File: src/rtl/fp_minmax_reduce.sv
// Streaming min/max reduction over IEEE-754-style floats.
// Accepts one element per cycle, framed by in_last, and returns the extreme
// value, its zero-based index and a sticky NaN flag. Once a vector contains
// a NaN, the value reported is the canonical quiet NaN, and its index is the
// index of the first NaN in the vector.
module fp_minmax_reduce #(
    parameter int unsigned EXP_W = 8,
    parameter int unsigned MAN_W = 23,
    parameter int unsigned IDX_W = 16,
    localparam int unsigned W = 1 + EXP_W + MAN_W
) (
    input  logic             clk,
    input  logic             rst_n,
    input  logic             mode,
    input  logic             in_valid,
    output logic             in_ready,
    input  logic [W-1:0]     in_data,
    input  logic             in_last,
    output logic             out_valid,
    input  logic             out_ready,
    output logic [W-1:0]     out_data,
    output logic [IDX_W-1:0] out_index,
    output logic             out_nan
);

    typedef enum logic [1:0] {StIdle, StAccum, StDone} state_e;

    localparam logic [W-1:0] QNan = {1'b0, {EXP_W{1'b1}}, 1'b1, {(MAN_W-1){1'b0}}};

    state_e           state_q, state_d;
    logic [W-1:0]     acc_q, acc_d;
    logic [IDX_W-1:0] idx_q, idx_d;
    logic [IDX_W-1:0] cnt_q, cnt_d;
    logic             nan_q, nan_d;
    logic             mode_q, mode_d;

    logic             accept;
    logic             in_nan;
    logic [W-1:0]     key_in;
    logic [W-1:0]     key_acc;
    logic             new_wins;

    // NaN: exponent all ones with a non-zero mantissa (infinity is not a NaN).
    function automatic logic is_nan(input logic [W-1:0] v);
        return (&v[W-2:MAN_W]) && (|v[MAN_W-1:0]);
    endfunction

    // Monotonic order key: positives above negatives, negatives reversed so
    // that larger magnitudes sort lower. Gives -0 < +0 and orders denormals.
    function automatic logic [W-1:0] order_key(input logic [W-1:0] v);
        return v[W-1] ? {1'b0, ~v[W-2:0]} : {1'b1, v[W-2:0]};
    endfunction

    // Handshake and comparison terms.
    always_comb begin
        in_ready  = (state_q != StDone);
        out_valid = (state_q == StDone);
        accept    = in_valid & in_ready;
        in_nan    = is_nan(in_data);
        key_in    = order_key(in_data);
        key_acc   = order_key(acc_q);
        // Strict compare: equal keys keep the earlier element.
        new_wins  = mode_q ? (key_in > key_acc) : (key_in < key_acc);
    end

    // Next-state and accumulator update.
    always_comb begin
        state_d = state_q;
        acc_d   = acc_q;
        idx_d   = idx_q;
        cnt_d   = cnt_q;
        nan_d   = nan_q;
        mode_d  = mode_q;
        case (state_q)
            StIdle: begin
                if (accept) begin
                    acc_d   = in_data;
                    idx_d   = '0;
                    cnt_d   = IDX_W'(1);
                    mode_d  = mode;
                    nan_d   = in_nan;
                    state_d = in_last ? StDone : StAccum;
                end
            end
            StAccum: begin
                if (accept) begin
                    // A seen NaN freezes value and index for the rest of the vector.
                    if (!nan_q && (in_nan || new_wins)) begin
                        acc_d = in_data;
                        idx_d = cnt_q;
                    end
                    cnt_d   = cnt_q + IDX_W'(1);
                    nan_d   = nan_q | in_nan;
                    state_d = in_last ? StDone : StAccum;
                end
            end
            StDone: begin
                if (out_ready) begin
                    state_d = StIdle;
                end
            end
            default: begin
                state_d = StIdle;
            end
        endcase
    end

    // State and accumulator registers.
    always_ff @(posedge clk or negedge rst_n) begin
        if (!rst_n) begin
            state_q <= StIdle;
            acc_q   <= '0;
            idx_q   <= '0;
            cnt_q   <= '0;
            nan_q   <= 1'b0;
            mode_q  <= 1'b0;
        end else begin
            state_q <= state_d;
            acc_q   <= acc_d;
            idx_q   <= idx_d;
            cnt_q   <= cnt_d;
            nan_q   <= nan_d;
            mode_q  <= mode_d;
        end
    end

    // Result is driven straight from registers; NaN vectors report the canonical qNaN.
    always_comb begin
        out_data  = nan_q ? QNan : acc_q;
        out_index = idx_q;
        out_nan   = nan_q;
    end

endmodule

File: config.mk
export PLATFORM = sky130hd
export DESIGN_NAME = fp_minmax_reduce
export DESIGN_NICKNAME = d
export VERILOG_FILES = /design/src/rtl/fp_minmax_reduce.sv
export SDC_FILE = /design/constraint.sdc
export NUM_CORES = 1
export LEC_CHECK = 0
export CAP_MARGIN = 20
export CORE_MARGIN = 3
export CORE_UTILIZATION = 35
export DETAILED_ROUTE_END_ITERATION = 8
export MAX_ROUTING_LAYER = met4
export PLACE_DENSITY = 0.62
export SLEW_MARGIN = 5
export SYNTH_ARGS = -nofsm -noshare
export SYNTH_HDL_FRONTEND = slang
export SYNTH_SLANG_ARGS = --single-unit
File: constraint.sdc
create_clock -name clk -period 3.8 [get_ports clk]
set_clock_uncertainty 0.05 [all_clocks]
set_input_delay 0.57 -clock clk [delete_from_list [all_inputs] [get_ports clk]]
set_output_delay 0.57 -clock clk [all_outputs]
set_load 0.01 [all_outputs]
==> results of run 1 <==
==> where the power goes <==
group          total, W  switching (W)  internal [W]
registers       0.00117       0.000239      0.000926
clock network  0.000893       0.000321      0.000571
logic           0.00256        0.00121       0.00135
==> state kept, by name, indices dropped and copies added, names as in the netlist <==
register and flops:
acc_q 32, cnt_q 16, out_index 16, state_q 2
mode_q 1, out_nan 1
==> how the worst max path moves through the flow <==
| stage | cells after the start | end | start | slack [ns] |
|---|---|---|---|---|
| after floorplan | 12 | acc_q[0]$_DFFE_PN0P_ | in_data[31] | 0.33 |
| after global placement | 11 | acc_q[4]$_DFFE_PN0P_ | in_data[21] | 0.17 |
| after detailed placement | 11 | acc_q[1]$_DFFE_PN0P_ | in_data[23] | 0.05 |
| after CTS | 11 | acc_q[3]$_DFFE_PN0P_ | in_data[30] | 0.38 |
| after global routing | 11 | acc_q[3]$_DFFE_PN0P_ | in_data[27] | 0.17 |
| final | 11 | acc_q[3]$_DFFE_PN0P_ | in_data[29] | 0.33 |
==> critical path, cell delays in order <==
cell and delay (ns):
clkdlybuf4s50_1 0.57, xor2_1 0.19, ha_1 0.27, nand4_1 0.24, nor2_1 0.09, a221oi_1 0.42
a21boi_0 0.24, a211oi_2 0.38, nor3_4 0.08, buf_4 0.23, a221o_2 0.35
==> placed cells by master (no fill, tap or decap), types with 6 or more instances in the layout <==
| cell | netlist | layout |
|---|---|---|
| nor2_1 | 20 | 19 |
| inv_1 | 6 | 6 |
| a32o_1 | 16 | 16 |
| nand3_1 | 10 | 10 |
| dfrtp_1 | 68 | 68 |
| nand2_1 | 16 | 16 |
| nor2b_1 | 26 | 26 |
| clkbuf_16 | 0 | 9 |
| xnor2_1 | 34 | 34 |
| xor2_1 | 39 | 39 |
| or2_2 | 10 | 10 |
| buf_4 | 0 | 16 |
| a221o_1 | 10 | 10 |
| a21oi_1 | 16 | 16 |
| nand4_1 | 12 | 12 |
| a221o_2 | 22 | 22 |
| o21ai_0 | 10 | 10 |
| a22o_1 | 32 | 32 |
| ha_1 | 33 | 33 |
| clkdlybuf4s50_1 | 0 | 86 |
==> cell families (layout without fill, tap and decap cells) <==
family,after synthesis,in the layout
flops,68,68
compound gates,123,123
fa+ha+maj,33,33
xor+xnor,73,73
simple gates,118,118
buf+inv,36,125
mux,1,1
==> layout make-up <==
| type | count | area [sq um] | area share |
|---|---|---|---|
| Timing Repair Buffer | 104 | 991.0 | 0.1632 |
| Clock buffer | 9 | 225.2 | 0.03708 |
| Clock inverter | 6 | 88.84 | 0.01463 |
| Tap cell | 172 | 215.2 | 0.03543 |
| Inverter | 6 | 22.52 | 0.003708 |
| Sequential cell | 68 | 1702 | 0.2802 |
| Multi-Input combinational cell | 348 | 2829 | 0.4658 |
==> metrics by stage <==
stage | cell area, sq um | util
after floorplan | 4725 | -
after global placement | 5759 | 0.4455
after detailed placement | 5759 | 0.4455
after CTS | 6073 | 0.4698
after global routing | 6073 | 0.4698
final | 6073 | 0.4698
==> routing by layer <==
layer | vias to the layer above | share of wire | track usage
met2 | 110 | 0.48 | 0.2794
li1 | 1872 | - | -
met3 | 12 | 0.046 | 0.02693
met5 | - | 0 | -
met4 | 0 | 0.013 | 0.05948
met1 | 1948 | 0.46 | 0.2305
==> key figures, run 1 <==
Placed design
  – Placed cell count: around 700
  – Routability-driven placement congestion ratio: around 0.9
  – Setup WS pre-CTS: 0.05305 ns
  – PortBufs: between 80 and 90
  – Post-DP HPWL: 8.528 mm

Logic synthesis
  – Top-count cell post-synth: dfrtp_1
  – Synthesized area per cell: 10.45 sq um
  – Post-synth EDFFs: 0
  – Top post-synthesis cells by area: dfrtp_1 (36%), ha_1 (8.7%), xor2_1 (7.2%), xnor2_1 (6.3%), a22o_1 (5.9%)
  – Largest family of logic cells by synthesized area: compound AO/OA/AOI/OAI gates
  – Synth cell count leaders: dfrtp_1 (68), xor2_1 (39), xnor2_1 (34)
  – Area share of the largest cell type after synthesis: 0.3602
  – Ys async rst share: 1.000
  – Compound-cell area share of the yosys netlist: 0.2264
  – Top FF cell, synth: dfrtp_1
  – Post-synthesis mux area share: 0.002383
  – Adder-cell share of the synthesized area: 0.08739
  – Cell variety after synth: 54
  – Post-Syn Nets: between 500 and 600
  – Seq/Total Area, Yosys: 0.3602
  – Synth warn: 0
  – Cell taking the most area after synthesis: dfrtp_1
  – XOR/XNOR share of the synthesized area: 0.1353
  – Synth Cell Area: between 0.004 and 0.005 sq mm
  – Post-Synthesis Cells: between 400 and 500
  – FF+latch count, synth: between 60 and 70
  – Post-Synth Simple-Gate Area: 0.1454

Cells and area
  – FILL cells: between 1000 and 1500
  – P&R area growth vs syn: 28.55%
  – Diode count: 0
  – Share of cells above drive strength 1: 0.1497
  – NumNets Final: between 600 and 700
  – Non-Filler Instances: slightly above 700

Clock network
  – Hold_buf cts: 0
  – H-Tree Level Count: 3
  – CTS tree: yes
  – Post-CTS setup buffers: 0
  – Root Buffer Master: clkbuf_16
  – CTS Buf Count: 9
  – Clk buf depth: 2
  – Resized cells post-CTS: 0
  – Clk sinks: 68
  – Reg clk slew, reported paths: 0.06 ns
  – Worst skew pair latency: between 0.3 and 0.4 ns

Drt
  – DRC: 0
  – Violation count after the first detailed-route iteration: ~270
  – Avg WL per Cell: approximately 17 microns
  – Final wirelength: 12.28 mm
  – Remaining antenna violation count: 0
  – Via Count: roughly 3900
  – Via/cell ratio: ~5.5
  – Drt pass-1 iters: 5

STA
  – Max Clock Freq: a little under 0.3 GHz
  – Setup violations, final: 0
  – Hold Slack: roughly 0.27 ns
  – Final period utilization: 0.9136
  – Tmin final: approximately 3.5 ns
  – TNS Setup: 0 ns
  – Count of pins over their slew limit: 0
  – RSZ-0062 raised after global routing: no
  – Slew of the pin with the lowest slew margin: roughly 0.8 ns
  – Max_slew headroom: 0.4568
  – Final hold violations: 0
  – Setup ws final: 0.3284 ns

Pwr
  – Pwr per Cell Area: approximately 760 mW/mm^2
  – Total power: between 0.004 and 0.005 W
  – Pleak: 2.539 nW
  – Maximum vdd ir drop: approximately 0.00033 V

Floorplanning
  – Cell row count: between 40 and 50
  – Ports: about 90
  – Die height: between 100 and 150 microns
  – Total core area: 0.01293 sq mm
  – Total die area: about 0.015 sq mm
  – Die X: 122.2 microns
  – Initial Util: 0.3655

Critical path
  – Worst reg-to-reg path cell count: 11
  – CP startpoint kind: primary input
  – Peak fanout along the critical path: 20
  – Worst Path Arrival: about 3.6 ns
  – Reg2Reg Setup Slack: between 0.5 and 0.6 ns
  – Setup crit end kind: flip-flop
  – R2R Path Start: acc_q[31]$_DFFE_PN0P_
  – Crit Reg-Reg Endpoint: acc_q[3]$_DFFE_PN0P_
  – Crit Path Class: primary input to flip-flop
  – Worst Path Required: between 3 and 4 ns

Global routing
  – Total gr overflow: 0
  – Largest net degree at the start of global routing: 38
  – Global-route wire length before repair: approximately 20 mm
  – Vias in the first global route: approximately 4000
  – GR Util All Layers: 0.1759
  – Initial antenna violation count: 0

Worst hold path
  – Hold Crit Class: primary input to asynchronous set/reset pin

Outcome
  – Status: completed

Flow run
  – Max-Cap Viols: 0
(Power assumes the default switching activity.)
==> inputs of run 2 (changes only) <==
- CTS_BUF_LIST: not set -> sky130_fd_sc_hd__clkbuf_16
==> results of run 2 <==
No change in the layout: final DEF, timing and power equal those of run 1.
==> inputs of run 3 (changes only) <==
- SLEW_MARGIN: 5 -> not set
- clock period: 3.8 -> 4 ns (I/O delays scaled with it)
==> key figures, run 3 (synthesis gave the netlist of run 1 again) <==
Global routing
  – Global-route wire length before repair: approximately 20 mm
  – Total gr overflow: 0
  – Initial antenna violation count: 0
  – GR Util All Layers: 0.1745
  – Largest net degree at the start of global routing: 44
  – Vias in the first global route: 4040

Drt
  – Final wirelength: between 10 and 15 mm
  – Via Count: roughly 4000
  – Via/cell ratio: ~5.5
  – Avg WL per Cell: about 17 microns
  – Drt pass-1 iters: 5
  – Violation count after the first detailed-route iteration: 301
  – Remaining antenna violation count: 0
  – DRC: 0

Cells and area
  – Final Core Density: 0.4679
  – Biggest register: acc_q
  – NumNets Final: slightly above 600
  – Commonest cells after routing, fill and taps aside: clkdlybuf4s50_1 (86), dfrtp_1 (68), xor2_1 (39)
  – Share of cells above drive strength 1: 0.1450
  – Diode count: 0
  – Commonest non-fill, non-tap cell in the layout: clkdlybuf4s50_1
  – P&R area growth vs syn: 28.02%
  – FILL cells: 1216
  – Largest register FFs: 32

Critical path
  – WP buf/inv: 1
  – Reg2Reg Setup Slack: about 0.8 ns
  – CP startpoint kind: primary input
  – Peak fanout along the critical path: 32
  – Cell Chain, Critical Path: clkdlybuf4s50_1 -> xor2_1 -> ha_1 -> nand4_1 -> nor4_2 -> a21boi_2 -> o31ai_1 -> a2111o_2 -> nand2_4 -> a221o_1
  – Worst Path Arrival: roughly 3.6 ns
  – Worst Path Required: 4.22 ns
  – Slowest Stage Delay on Critical Path: 0.52 ns
  – CP top delay family: compound AO/OA/AOI/OAI gates
  – Crit Path Class: primary input to flip-flop
  – Setup crit end kind: flip-flop
  – CP max stage cell: clkdlybuf4s50_1

Floorplanning
  – Total die area: ~0.015 sq mm
  – Initial Util: 0.3655
  – Ports: around 90
  – Total core area: approximately 0.013 sq mm
  – Cell row count: between 40 and 50
  – Die height: between 100 and 150 microns
  – Die X: 122.2 microns

Outcome
  – Status: completed

Pwr
  – Pwr per Cell Area: ~710 mW/mm^2
  – Power share of the combinational group: 0.570
  – Flop pwr share: 0.260
  – Total power: roughly 0.0043 W
  – Switching fraction of total power: 0.3920
  – Clock power share: 0.170
  – Reported net switching power: ~0.0017 W
  – P_int: 0.002593 W
  – Pleak: ~2.5 nW
  – Maximum vdd ir drop: around 0.00026 V

STA
  – Setup violations, final: 0
  – Count of pins over their slew limit: 0
  – Final hold violations: 0
  – Hold Slack: ~0.25 ns
  – Final period utilization: 0.8344
  – Tmin final: between 3 and 4 ns
  – Slew of the pin with the lowest slew margin: around 0.9 ns
  – RSZ-0062 raised after global routing: no
  – TNS Setup: 0 ns
  – Max_slew headroom: 0.4006
  – Max Clock Freq: approximately 0.30 GHz

Clock network
  – Clk buf depth: 2
  – CTS Buf Count: 9
  – CTS tree: yes
  – Root Buffer Master: clkbuf_16
  – Hold_buf cts: 0
  – H-Tree Level Count: 3
  – Worst skew pair latency: between 0.3 and 0.4 ns
  – Post-CTS setup buffers: 0
  – Resized cells post-CTS: 0
  – Clk sinks: about 70
  – Reg clk slew, reported paths: 0.06 ns

Flow run
  – Max-Cap Viols: 0

Placed design
  – Post-DP HPWL: ~8.5 mm
  – PortBufs: 88
  – Routability-driven placement congestion ratio: about 0.85

Worst hold path
  – Hold Crit Class: primary input to asynchronous set/reset pin
-- run 3: changes by cell type in the layout (fill, tap and decap cells not counted) --
cell	before	now
bufinv_16	2	0
buf_16	0	1
clkinv_2	1	2
clkinvlp_4	2	3
buf_12	0	2
buf_4	16	10
-- run 3: final cells by class --
cell class / instances / area [sq um] / area share
Clock buffer: 9 / 225.2 / 0.03724
Clock inverter: 6 / 41.29 / 0.006827
Sequential cell: 68 / 1702 / 0.2813
Tap cell: 172 / 215.2 / 0.03558
Multi-Input combinational cell: 348 / 2829 / 0.4677
Inverter: 6 / 22.52 / 0.003724
Timing Repair Buffer: 101 / 1013 / 0.1676
-- run 3: final timing paths --
check                                    endpoint  cells after the start                    from
max in group asynchronous   acc_q[10]$_DFFE_PN0P_                      2                   rst_n
min                         acc_q[14]$_DFFE_PN0P_                      1                   rst_n
min reg2reg                state_q[0]$_DFFE_PN0P_                      1  state_q[1]$_DFFE_PN0P_
max                         acc_q[14]$_DFFE_PN0P_                     10             in_data[11]
max reg2reg                 acc_q[14]$_DFFE_PN0P_                     10   acc_q[31]$_DFFE_PN0P_
min in group clk           state_q[0]$_DFFE_PN0P_                      1  state_q[1]$_DFFE_PN0P_
-- run 3: power by group through the flow --
| stage | combinational (W) | clock (W) | sequential (W) |
|---|---|---|---|
| floorplan | 0.00170 | 0 | 0.00106 |
| global placement | 0.00237 | 0 | 0.00111 |
| detailed placement | 0.00244 | 0 | 0.00112 |
| CTS | 0.00245 | 0.000735 | 0.00111 |
| global route | 0.00272 | 0.000765 | 0.00115 |
| finish | 0.00243 | 0.000726 | 0.00111 |
-- run 3: metal layers --
| layer | up-vias | track usage | wire length (microns) |
|---|---|---|---|
| met3 | 9 | 0.02693 | 455 |
| met4 | 0 | 0.05108 | 136 |
| met2 | 82 | 0.2825 | 5873 |
| met5 | - | - | 0 |
| met1 | 1981 | 0.2276 | 5564 |
| li1 | 1868 | - | - |
-- run 3: stage by stage --
stage	area, sq um	setup WS (ns)	cells
global placement	5754	0.3491	694
CTS	6021	0.6497	709
floorplan	4725	0.5002	452
finish	6048	0.6625	710
global route	6048	0.4157	710
detailed placement	5754	0.3112	694
-- run 3: worst register-to-register path, cell delays in order (launching register included) --
cell,delay [ns]
dfrtp_1,0.40
buf_4,0.23
xnor2_1,0.17
ha_1,0.34
nand4_2,0.15
nor4_2,0.35
a21boi_2,0.24
o31ai_1,0.13
a2111o_2,0.51
nand2_4,0.35
a221o_1,0.23
